$ cat config.mk
export PLATFORM = sky130hd
export DESIGN_NAME = sdram_arbiter
export DESIGN_NICKNAME = d
export VERILOG_FILES = /design/src/rtl/sdram_arbiter.sv
export SDC_FILE = /design/constraint.sdc
export NUM_CORES = 1
export LEC_CHECK = 0
export ABC_AREA = 1
export ABC_CLOCK_PERIOD_IN_PS = 2450
export BUFFER_PORTS_ARGS = -buffer_cell sky130_fd_sc_hd__buf_2
export CORE_ASPECT_RATIO = 0.7
export CORE_MARGIN = 5
export CORE_UTILIZATION = 30
export CTS_CLUSTER_DIAMETER = 60
export DETAILED_ROUTE_END_ITERATION = 10
export GPL_ROUTABILITY_DRIVEN = 1
export PLACE_DENSITY = 0.57
export SLEW_MARGIN = 20
export SYNTH_ARGS = -nofsm -noshare
export SYNTH_HDL_FRONTEND = slang
export SYNTH_SLANG_ARGS = --single-unit
$ cat constraint.sdc
create_clock -name clk -period 2.45 [get_ports clk]
set_input_delay 0.245 -clock clk [delete_from_list [all_inputs] [get_ports clk]]
set_output_delay 0.245 -clock clk [all_outputs]
set_load 0.02 [all_outputs]
$ cat src/rtl/sdram_arbiter.sv
// Four-port SDRAM arbiter/sequencer: port 0 fixed priority, ports 1-3 round-robin.
// Grants the controller's single read/write port, counts burst words and steers data.
module sdram_arbiter #(
  parameter int unsigned BURST_W = 10,
  parameter int unsigned TIMEOUT = 1023
) (
  input  logic                   clk,
  input  logic                   rst_n,
  input  logic                   sdram_init_done,
  input  logic [3:0]             m_req,
  input  logic [3:0]             m_we,
  input  logic [95:0]            m_addr,
  input  logic [4*BURST_W-1:0]   m_burst,
  input  logic [63:0]            m_wdata,
  output logic [3:0]             m_grant,
  output logic [3:0]             m_wnext,
  output logic [3:0]             m_rvalid,
  output logic [15:0]            m_rdata,
  output logic [3:0]             m_done,
  output logic [3:0]             m_err,
  output logic                   sdram_wr_req,
  output logic                   sdram_rd_req,
  input  logic                   sdram_wr_ack,
  input  logic                   sdram_rd_ack,
  output logic [23:0]            sdram_wr_addr,
  output logic [23:0]            sdram_rd_addr,
  output logic [BURST_W-1:0]     sdram_wr_burst,
  output logic [BURST_W-1:0]     sdram_rd_burst,
  output logic [15:0]            sdram_din,
  input  logic [15:0]            sdram_dout
);

  localparam int unsigned CNT_W = BURST_W + 1;
  localparam int unsigned TMO_W = $clog2(TIMEOUT + 1);

  typedef enum logic [1:0] {S_IDLE, S_ISSUE, S_DATA, S_DONE} state_e;

  state_e             state_q, state_d;
  logic [3:0]         grant_q, grant_d;
  logic [1:0]         g_q, g_d;
  logic               we_q, we_d;
  logic [1:0]         rr_q, rr_d;
  logic [TMO_W-1:0]   tmo_q, tmo_d;
  logic [CNT_W-1:0]   cnt_q, cnt_d;
  logic [BURST_W-1:0] burst_q, burst_d;
  logic               wr_req_q, wr_req_d, rd_req_q, rd_req_d;
  logic [23:0]        wr_addr_q, wr_addr_d, rd_addr_q, rd_addr_d;
  logic [BURST_W-1:0] wr_burst_q, wr_burst_d, rd_burst_q, rd_burst_d;
  logic [3:0]         rvalid_q, rvalid_d, done_q, done_d, err_q, err_d;
  logic [15:0]        rdata_q, rdata_d;

  logic               found;
  logic [1:0]         win, cand, rr_next;
  logic [2:0]         sum;
  logic [23:0]        addr_sel;
  logic [BURST_W-1:0] burst_sel, burst_clamp;
  logic               active, ack;

  // Winner selection: port 0 first, then ports 1-3 starting at the round-robin pointer
  always_comb begin
    found = 1'b0;
    win   = 2'd0;
    cand  = 2'd0;
    sum   = 3'd0;
    if (m_req[0]) begin
      found = 1'b1;
      win   = 2'd0;
    end else begin
      for (int k = 0; k < 3; k++) begin
        sum  = {1'b0, rr_q} + 3'(k);
        cand = (sum > 3'd3) ? 2'(sum - 3'd3) : sum[1:0];
        if (!found && m_req[cand]) begin
          found = 1'b1;
          win   = cand;
        end
      end
    end
  end

  assign addr_sel    = m_addr[24*int'(win) +: 24];
  assign burst_sel   = m_burst[BURST_W*int'(win) +: BURST_W];
  assign burst_clamp = (burst_sel == '0) ? BURST_W'(1) : burst_sel;
  assign rr_next     = (g_q == 2'd3) ? 2'd1 : g_q + 2'd1;

  // Acks only count while a transaction owns the controller port
  assign active = (state_q == S_ISSUE) || (state_q == S_DATA);
  assign ack    = active && (we_q ? sdram_wr_ack : sdram_rd_ack);

  always_comb begin
    state_d    = state_q;
    grant_d    = grant_q;
    g_d        = g_q;
    we_d       = we_q;
    rr_d       = rr_q;
    tmo_d      = tmo_q;
    cnt_d      = cnt_q;
    burst_d    = burst_q;
    wr_req_d   = wr_req_q;
    rd_req_d   = rd_req_q;
    wr_addr_d  = wr_addr_q;
    rd_addr_d  = rd_addr_q;
    wr_burst_d = wr_burst_q;
    rd_burst_d = rd_burst_q;
    rvalid_d   = '0;
    rdata_d    = rdata_q;
    done_d     = '0;
    err_d      = '0;
    case (state_q)
      S_IDLE: begin
        if (sdram_init_done && found) begin
          grant_d = 4'b0001 << win;
          g_d     = win;
          we_d    = m_we[win];
          cnt_d   = '0;
          tmo_d   = '0;
          burst_d = burst_clamp;
          if (m_we[win]) begin
            wr_addr_d  = addr_sel;
            wr_burst_d = burst_clamp;
          end else begin
            rd_addr_d  = addr_sel;
            rd_burst_d = burst_clamp;
          end
          state_d = S_ISSUE;
        end
      end
      S_ISSUE, S_DATA: begin
        if (state_q == S_ISSUE) begin
          wr_req_d = we_q;
          rd_req_d = !we_q;
        end
        if (ack) begin
          cnt_d = cnt_q + CNT_W'(1);
          if (!we_q) begin
            rvalid_d = grant_q;
            rdata_d  = sdram_dout;
          end
          if (cnt_d == {1'b0, burst_q}) begin
            wr_req_d = 1'b0;
            rd_req_d = 1'b0;
            done_d   = grant_q;
            state_d  = S_DONE;
          end else begin
            state_d = S_DATA;
          end
        end else if (state_q == S_ISSUE) begin
          // Controller never answered: abandon the transaction and report it
          if (tmo_q == TMO_W'(TIMEOUT - 1)) begin
            wr_req_d = 1'b0;
            rd_req_d = 1'b0;
            err_d    = grant_q;
            grant_d  = '0;
            if (g_q != 2'd0) rr_d = rr_next;
            state_d  = S_IDLE;
          end else begin
            tmo_d = tmo_q + TMO_W'(1);
          end
        end
      end
      S_DONE: begin
        grant_d = '0;
        if (g_q != 2'd0) rr_d = rr_next;
        state_d = S_IDLE;
      end
      default: state_d = S_IDLE;
    endcase
  end

  always_ff @(posedge clk or negedge rst_n) begin
    if (!rst_n) begin
      state_q    <= S_IDLE;
      grant_q    <= '0;
      g_q        <= '0;
      we_q       <= 1'b0;
      rr_q       <= 2'd1;
      tmo_q      <= '0;
      cnt_q      <= '0;
      burst_q    <= '0;
      wr_req_q   <= 1'b0;
      rd_req_q   <= 1'b0;
      wr_addr_q  <= '0;
      rd_addr_q  <= '0;
      wr_burst_q <= '0;
      rd_burst_q <= '0;
      rvalid_q   <= '0;
      rdata_q    <= '0;
      done_q     <= '0;
      err_q      <= '0;
    end else begin
      state_q    <= state_d;
      grant_q    <= grant_d;
      g_q        <= g_d;
      we_q       <= we_d;
      rr_q       <= rr_d;
      tmo_q      <= tmo_d;
      cnt_q      <= cnt_d;
      burst_q    <= burst_d;
      wr_req_q   <= wr_req_d;
      rd_req_q   <= rd_req_d;
      wr_addr_q  <= wr_addr_d;
      rd_addr_q  <= rd_addr_d;
      wr_burst_q <= wr_burst_d;
      rd_burst_q <= rd_burst_d;
      rvalid_q   <= rvalid_d;
      rdata_q    <= rdata_d;
      done_q     <= done_d;
      err_q      <= err_d;
    end
  end

  assign m_grant        = grant_q;
  assign m_rvalid       = rvalid_q;
  assign m_rdata        = rdata_q;
  assign m_done         = done_q;
  assign m_err          = err_q;
  assign sdram_wr_req   = wr_req_q;
  assign sdram_rd_req   = rd_req_q;
  assign sdram_wr_addr  = wr_addr_q;
  assign sdram_rd_addr  = rd_addr_q;
  assign sdram_wr_burst = wr_burst_q;
  assign sdram_rd_burst = rd_burst_q;

  // Write data and word-consumed strobe pass straight through from the granted port
  assign sdram_din = (active && we_q) ? m_wdata[16*int'(g_q) +: 16] : 16'h0000;
  assign m_wnext   = (active && we_q && sdram_wr_ack) ? grant_q : 4'b0000;

endmodule

==> metrics.txt <==
Cell Rows 48; initial drt markers 491; Clock Tree Buf Depth 2; Fmax 0.376 GHz; Worst setup SP type flop; Final Hold Vio Count 0; CP Data Required Time 2820 ps; Max stage delay on crit path 560 ps; # nets final 1657; share of layout cells above drive strength 1 43.1%; Crit Path Class reg2reg; Yosys reg bits 140; Clock transition at path regs 60 ps; WHS Endpoint m_rdata[9]; part of the power in the clock network 15.0%; Sw Pwr 8.11 mW; worst hold path type in2reg; maximum VDD drop 0.673 mV; arrival time at the worst endpoint 3030 ps; Crit. Startpoint rr_q[0]; GRT Total Usage 20.2%; FF-to-FF End sdram_wr_burst[0]; WHS Path Cells 2; R2R setup slack -210 ps; Slew Limit Fails 0; unrepaired setup endpoints after global routing yes; maximum fanout along the worst path 7; RR Startpoint rr_q[0]; pin count of the biggest net entering global routing 67; commonest non-fill, non-tap cell in the layout buf_2; die height 144 µm; post-synth top area share 45.5%; Die X 201 µm; status finished with violations; Cell variety after synth 42; Crit-path slowest cell dfstp_2; gpl congestion 0.877; CTS tree yes; TritonRoute pass-1 iters 5; max cap viols 0; Cells after Synth 1002; synthesized area per cell 7.62 µm²; Internal Power 8.82 mW; final setup margin -213 ps; power share of the sequential group 21.7%; P&R area growth vs syn 52.6%; fill count 2507; Std-Cell Core Area 24900 µm²; Critical Path Sink Type flop; Clock Latency Late Sink 430 ps; PwrDens 1450 nW/µm²; via count 8479; Final Power 16.9 mW; Die ar. 28800 µm²; R2R cell count 20; antenna violations before repair 5; most frequent cells in the layout buf_2 (349), nand2_1 (254), dfrtp_1 (139); Final TNS setup -10230 ps; Post-synth EDFFs 0; Ports 351; Yosys warnings 0; min Tclk post-route 2660 ps; switching share of power 47.9%; Top cell by count, worst path nand2_1; crit share post-route 109%; clk_skew 8.98 ps; Synth async-reset ratio 100%; Sink Count 140; Leak Pwr 6.18 nW; synth top area cells dfrtp_1 (46%), nand2_1 (14%), nand3_1 (8.2%); vias per inst 4.82; vias in the first global route 8233; Worst-Margin Slew 654 ps; final setup fails 74; slew margin rel. 56.4%; Synth Net Count 1242; post-route antenna net violation count 0; GR Overflow Total 0; crit-path cells inv_2, buf_4, nand2_1, nand3_2, buf_4, a31oi_1, nand2_4, buf_4, inv_2, nor2_4, clkbuf_16, nand3_1, nand2_1, nor2_2, nand2_1, nor2_1, nand3_1, nand2_2, nand2_1, nand2_1; failing checks setup timing; routed wire length 30.8 mm; wire per inst 17.5 µm; sequential-to-total area share from yosys stat 45.9%; TritonCTS buffer count 17; H-tree Lvls 4; Post-Syn Area 7640 µm²; root buffer cell clkbuf_16; Post-DP HPWL 22.6 mm; Hold Startpoint sdram_dout[9]; Synth area leader dfrtp_1; PortBufs 350; first-pass GRT wire length 45.9 mm; Comb pwr share 63.3%; Main synth FF type dfrtp_1; post-route DRC violation count 0; Starting Density 30.7%
==> cells in the mapped netlist, types with 2 or more instances <==
master / instances
inv_2: 8
inv_1: 57
nor2_4: 4
dfrtp_1: 139
buf_4: 2
a22oi_1: 24
nor2_2: 2
nand2_1: 286
a211oi_1: 4
buf_1: 3
buf_2: 19
nand2_2: 5
nand3_2: 2
buf_6: 2
nor3_1: 9
nand4_1: 4
o21ai_0: 60
a21oi_1: 25
o22ai_1: 13
or2_2: 2
nor4_1: 3
nor2_1: 115
clkinv_1: 2
nand3_1: 125
a31oi_1: 2
o21ai_1: 12
mux2_2: 16
xor2_1: 9
clkbuf_1: 24
o32ai_1: 2
ha_1: 11
==> cell families after synthesis <==
kind of cell	share of synthesized area, %
simple gates	31.6
compound gates	10.9
flops	45.9
buf+inv	6.36
mux	2.36
fa+ha+maj	1.80
xor+xnor	1.15
==> final cells by class <==
type / instances / area, µm² / share of cell area, %
diodes: 3 / 7.51 / 0.0644
clock buffers: 21 / 470 / 4.04
clock inverters: 11 / 109 / 0.934
inverters: 67 / 269 / 2.31
multi-input cells: 745 / 4070 / 34.9
flip-flops and latches: 140 / 3500 / 30.1
well taps: 325 / 407 / 3.49
repair buffers: 442 / 2770 / 23.8
repair inverters: 4 / 45.0 / 0.386
==> sequential cells by signal, indices dropped and copies added (netlist names), 4 cells and up <==
name            flops
sdram_wr_burst     10
sdram_wr_addr      24
m_rvalid            4
m_err               4
tmo_q              10
m_grant             4
m_done              4
sdram_rd_addr      24
sdram_rd_burst     10
cnt_q              11
m_rdata            16
burst_q            10
==> metal layers <==
layer / vias to the layer above / track usage [%] / share of wire [%]
met1: 4014 / 28.7 / 47
met5: - / 0 / 0.045
met3: 32 / 5.32 / 7.2
li1: 4141 / - / -
met2: 288 / 30.8 / 45
met4: 4 / 5.28 / 1.4
==> how the worst max path moves through the flow <==
stage | slack (ps) | to | depth (start not counted)
finish | -210 | sdram_wr_burst[0] | 20
global route | -380 | sdram_wr_addr[12] | 20
CTS | -190 | sdram_wr_burst[1] | 20
detailed placement | -310 | sdram_wr_burst[0] | 19
global placement | -270 | sdram_wr_burst[9] | 19
floorplan | -80 | sdram_wr_burst[1] | 20
==> repair_timing <==
item,CTS,global route
endpoints found under the setup margin,95,119
hold buffers,1,0
gates cloned,4,6
pin swaps,17,26
setup buffers,10,5
resized for setup,71,82
endpoints found under the hold margin,64,0
==> critical path: cells and delay by family, from the launching register on <==
family / cells / cell delay [ps]
AND/OR/NAND/NOR: 13 / 1100
buffers and inverters: 6 / 700
flip-flops: 1 / 560
AO/OA/AOI/OAI: 1 / 270
==> power groups by stage <==
stage | clock network [mW] | logic, mW | registers, mW
after floorplan | 0 | 4.71 | 4.40
after global placement | 0 | 9.09 | 3.68
after detailed placement | 0 | 9.19 | 3.67
after CTS | 2.61 | 10.0 | 3.66
after global routing | 2.72 | 11.6 | 3.78
final | 2.54 | 10.7 | 3.68
==> per-stage QoR <==
stage               hold slack (ps)  instances  worst slack [ps]  area (µm²)  utilization, %
global route                   25.7       1758              -380       11700            46.9
detailed placement              297       1698              -313       10300            41.3
CTS                            22.1       1745              -190       11300            45.3
floorplan                     -50.6       1002             -78.1        7730               -
global placement                295       1698              -275       10300            41.3
finish                         45.7       1758              -213       11700            46.9
Note: power is estimated with default switching activity, not from simulation.
